## config.mk

```make
export PLATFORM = sky130hd
export DESIGN_NAME = instr_encoder
export DESIGN_NICKNAME = d
export VERILOG_FILES = /design/src/rtl/instr_encoder.sv
export SDC_FILE = /design/constraint.sdc
export NUM_CORES = 1
export LEC_CHECK = 0
export CORE_MARGIN = 1.5
export CORE_UTILIZATION = 63
export DETAILED_ROUTE_END_ITERATION = 10
export DONT_BUFFER_PORTS = 1
export PLACE_DENSITY = 0.9
export SETUP_SLACK_MARGIN = 0.02
export SYNTH_ARGS = -nofsm -noshare
export SYNTH_HDL_FRONTEND = slang
export SYNTH_SLANG_ARGS = --single-unit
```

## constraint.sdc

```tcl
create_clock -name clk -period 4.5 [get_ports clk]
set_input_delay 0.45 -clock clk [delete_from_list [all_inputs] [get_ports clk]]
set_output_delay 0.45 -clock clk [all_outputs]
set_load 0.01 [all_outputs]
```

## src/rtl/instr_encoder.sv

```systemverilog
// MIPS-style instruction encoder: maps a mnemonic class plus operand fields to a
// 32-bit word, queues words in a 2-deep FIFO and tags each delivered word with its byte address.
module instr_encoder (
    input  logic        clk,
    input  logic        rst_n,
    input  logic        clr,
    input  logic        in_valid,
    output logic        in_ready,
    input  logic [4:0]  mnem,
    input  logic [4:0]  rs,
    input  logic [4:0]  rt,
    input  logic [4:0]  rd,
    input  logic [4:0]  shamt,
    input  logic [15:0] imm,
    input  logic [25:0] target,
    output logic        out_valid,
    input  logic        out_ready,
    output logic [31:0] instr,
    output logic [31:0] addr,
    output logic        err,
    output logic [15:0] emitted
);

    typedef enum logic [1:0] {FMT_R, FMT_I, FMT_J} fmt_e;

    fmt_e        fmt;
    logic [5:0]  op, funct;
    logic [4:0]  f_rs, f_rt, f_rd, f_sh;
    logic        legal;
    logic [31:0] enc_word;

    logic [31:0] mem [2];
    logic        wr_ptr, rd_ptr;
    logic [1:0]  count;
    logic        accept, push, pop;

    always_comb begin
        fmt   = FMT_R;
        op    = 6'b000000;
        funct = 6'b000000;
        legal = 1'b1;
        f_rs  = rs;
        f_rt  = rt;
        f_rd  = rd;
        f_sh  = shamt;
        case (mnem)
            5'd0:  begin funct = 6'b100000; f_sh = '0; end
            5'd1:  begin funct = 6'b100001; f_sh = '0; end
            5'd2:  begin funct = 6'b100010; f_sh = '0; end
            5'd3:  begin funct = 6'b100100; f_sh = '0; end
            5'd4:  begin funct = 6'b100101; f_sh = '0; end
            5'd5:  begin funct = 6'b100111; f_sh = '0; end
            5'd6:  begin funct = 6'b101010; f_sh = '0; end
            5'd7:  begin funct = 6'b101011; f_sh = '0; end
            5'd8:  begin funct = 6'b000000; f_rs = '0; end
            5'd9:  begin funct = 6'b000010; f_rs = '0; end
            5'd10: begin funct = 6'b000011; f_rs = '0; end
            5'd11: begin funct = 6'b000100; f_sh = '0; end
            5'd12: begin funct = 6'b000111; f_sh = '0; end
            5'd13: begin funct = 6'b001000; f_rt = '0; f_rd = '0; f_sh = '0; end
            5'd14: begin funct = 6'b001100; f_rs = '0; f_rt = '0; f_rd = '0; f_sh = '0; end
            5'd15: begin fmt = FMT_I; op = 6'b001000; end
            5'd16: begin fmt = FMT_I; op = 6'b001001; end
            5'd17: begin fmt = FMT_I; op = 6'b001100; end
            5'd18: begin fmt = FMT_I; op = 6'b001101; end
            5'd19: begin fmt = FMT_I; op = 6'b001010; end
            5'd20: begin fmt = FMT_I; op = 6'b001111; f_rs = '0; end
            5'd21: begin fmt = FMT_I; op = 6'b100011; end
            5'd22: begin fmt = FMT_I; op = 6'b101011; end
            5'd23: begin fmt = FMT_I; op = 6'b101001; end
            5'd24: begin fmt = FMT_I; op = 6'b000100; end
            5'd25: begin fmt = FMT_I; op = 6'b000101; end
            5'd26: begin fmt = FMT_I; op = 6'b000110; f_rt = '0; end
            5'd27: begin fmt = FMT_J; op = 6'b000010; end
            5'd28: begin fmt = FMT_J; op = 6'b000011; end
            default: legal = 1'b0;
        endcase

        case (fmt)
            FMT_I:   enc_word = {op, f_rs, f_rt, imm};
            FMT_J:   enc_word = {op, target};
            default: enc_word = {op, f_rs, f_rt, f_rd, f_sh, funct};
        endcase
    end

    // Handshake flags depend only on registered occupancy, never on out_ready.
    assign in_ready  = (count != 2'd2);
    assign out_valid = (count != 2'd0);
    assign instr     = out_valid ? mem[rd_ptr] : 32'd0;

    assign accept = in_valid && in_ready;
    assign push   = accept && legal;
    assign pop    = out_valid && out_ready;

    always_ff @(posedge clk) begin
        if (!rst_n || clr) begin
            count   <= 2'd0;
            wr_ptr  <= 1'b0;
            rd_ptr  <= 1'b0;
            addr    <= 32'd0;
            emitted <= 16'd0;
            err     <= 1'b0;
        end else begin
            if (push) begin
                mem[wr_ptr] <= enc_word;
                wr_ptr      <= ~wr_ptr;
            end
            if (pop) begin
                rd_ptr <= ~rd_ptr;
                addr   <= addr + 32'd4;
                if (emitted != 16'hFFFF)
                    emitted <= emitted + 16'd1;
            end
            if (accept && !legal)
                err <= 1'b1;
            case ({push, pop})
                2'b10:   count <= count + 2'd1;
                2'b01:   count <= count - 2'd1;
                default: count <= count;
            endcase
        end
    end

endmodule
```

==> run summary <==
share of the synthesized area in the top cell type = 33.0%
hold buffer count at cts = 0
clk sinks = 114
CTS Buf Count = 17
Slew @ Worst Pin = 1160 ps
Static Leak = 2.01 nW
top post-synthesis cells by area = edfxtp_1, dfxtp_1, mux2i_1
Post-Syn Area = 5640 um^2
routed via count = 4351
initial antenna violation count = 0
drt pass-1 iters = 5
die area = 9520 um^2
RSZ-0062 raised after global routing = false
Critical Path AT = 3140 ps
CP Max Fanout = 13
clock network power share = 49.2%
setup TNS = 0 ps
worst rel slew slack = 22.6%
Synthesis Warnings = 0
Horiz. Die Dim = 97.6 um
Sw Pwr = 0.000555 W
fmax = 368 MHz
register-to-register setup slack = 1780 ps
core area = 8680 um^2
Final ANT Viol Nets = 0
sequential fraction of the synthesis area = 51.5%
Comb pwr share = 6.2%
sw frac = 21.9%
prevailing post-synth register cell = edfxtp_1
Max Root-Sink Buffers = 2
Gate Count Post-Synth = 558
HPWL after DPL = 8510 um
Clock Skews = 10.1 ps
ys async rst share = 0%
period utilization = 60.3%
Layout Utilization = 71.8%
largest area contributor in the netlist = edfxtp_1
Seq pwr share = 44.7%
EDFF count, synth = 62
Clock Latency Late Sink = 500 ps
Placer Congestion = 0.867
Die H = 97.6 um
1st-iter DRT viols = 280
row cnt = 34
pwr/cell area = 406 nW/um^2
fin crit period = 2720 ps
drt total wl = 12400 um
boundary pin count = 155
IO buf count = 0
crit end category = register
synthesis-stage register bit count = 114
Avg WL per Cell = 18.6 um
Avg Synthesized Cell Area = 10.1 um^2
max-slew violations = 0
# setup viols final = 0
Netlist cell types = 59
largest net degree at the start of global routing = 50
area growth from synthesis to layout = 10.6%
status = complete, no violations
nets = 621
Clock transition at path regs = 50 ps
GRT Residual Overflow = 0
Crit Path Category = reg -> reg
first-pass GRT wire length = 20200 um
H-tree levels = 4
most frequent cell after synthesis = nor2_1
WP data required = 4930 ps
CTS tree = done
# diodes = 0
share of layout cells above drive strength 1 = 8.62%
hold crit path type = in -> reg
VDD IR max = 0.000273 V
vias in the first global route = 4148
Via density = 6.54
startpoint types = register
Initial Util = 64.9%
internal power = 0.00198 W
CTS resizes = 0
Post-synth top cells = nor2_1, edfxtp_1, dfxtp_1
clk root buf = clkbuf_8
maxcap violations = 0
Total GRT Usage = 26.7%
Post-CTS Setup Repair Bufs = 0
Final Hold Vio Count = 0
Remaining DRCs = 0
layout by cell type (no fill, tap or decap), types with 3 or more instances in the layout:
| cell | count |
|---|---|
| a211oi_1 | 3 |
| a21o_1 | 5 |
| a21oi_1 | 37 |
| a222oi_1 | 5 |
| a22o_1 | 16 |
| a22oi_1 | 5 |
| and4_1 | 6 |
| buf_4 | 4 |
| clkbuf_16 | 18 |
| clkbuf_8 | 5 |
| clkinv_2 | 3 |
| conb_1 | 3 |
| dfxtp_1 | 51 |
| edfxtp_1 | 62 |
| ha_1 | 5 |
| inv_1 | 19 |
| mux2i_1 | 36 |
| nand2_1 | 30 |
| nand2b_1 | 10 |
| nand3_1 | 18 |
| nand4_1 | 11 |
| nor2_1 | 62 |
| nor2b_1 | 3 |
| nor3_1 | 5 |
| nor4_1 | 4 |
| o21ai_0 | 21 |
| o31ai_1 | 17 |
| or3_1 | 8 |
| or4_1 | 17 |
| xnor2_1 | 12 |
| xor2_1 | 8 |
layer usage:
layer / vias to the layer above / global-route usage [%] / part of all wire (%)
met2: 215 / 44.4 / 49
li1: 2069 / - / -
met4: 0 / 11.8 / 2.0
met1: 2041 / 32.6 / 40
met3: 26 / 6.91 / 8.4
met5: - / 0 / 0
critical path, cell delays in order (launching register included):
cell	delay (ps)
dfxtp_1	360
o21ai_1	790
inv_1	530
ha_1	470
or3_1	350
a21oi_1	140
sequential cells by signal, indices dropped and copies added, names as in the netlist, named ones only:
signal	cells
addr	30
wr_ptr	1
emitted	16
rd_ptr	1
mem	62
count	2
err	1
cells by family after synthesis:
group                    share of synthesized area (%)
AND/OR/NAND/NOR                                   17.8
buffers and inverters                             4.20
other                                           0.0665
XOR/XNOR                                          3.11
AO/OA/AOI/OAI                                     15.6
adder cells (fa/ha/maj)                           1.11
flip-flops                                        51.5
multiplexers                                      6.59
through the flow:
stage               std cells  hold WS [ps]  setup WS [ps]  power [W]  cell area [um^2]
CTS                       665           104           1830    0.00255              6230
finish                    665           125           1780    0.00253              6230
global route              665           121           1600    0.00262              6230
floorplan                 560           481            739    0.00128              5640
detailed placement        633           503           1600    0.00131              5660
global placement          633           498           1750    0.00130              5660
path summary, 6_finish.rpt:
check	startpoint	endpoint	depth (start not counted)
hold / removal	in_valid	err	2
setup / recovery	count[0]	count[1]	5
hold reg to reg	rd_ptr	register	2
setup reg to reg	count[0]	count[1]	5
cell type report:
class,count,area (um^2)
Sequential cell,114,2900
Multi-Input combinational cell,388,2520
Fill cell,648,2450
Clock buffer,25,527
Tap cell,108,135
Inverter,19,71.3
Clock inverter,7,43.8
Timing Repair Buffer,4,30.0
power groups by stage:
stage	registers [W]	clock network (W)	logic (W)
after global routing	0.00113	0.00132	0.000171
final	0.00113	0.00124	0.000156
after floorplan	0.00115	0	0.000133
after detailed placement	0.00115	0	0.000154
after CTS	0.00113	0.00126	0.000156
after global placement	0.00115	0	0.000147
(Power assumes the default switching activity.)
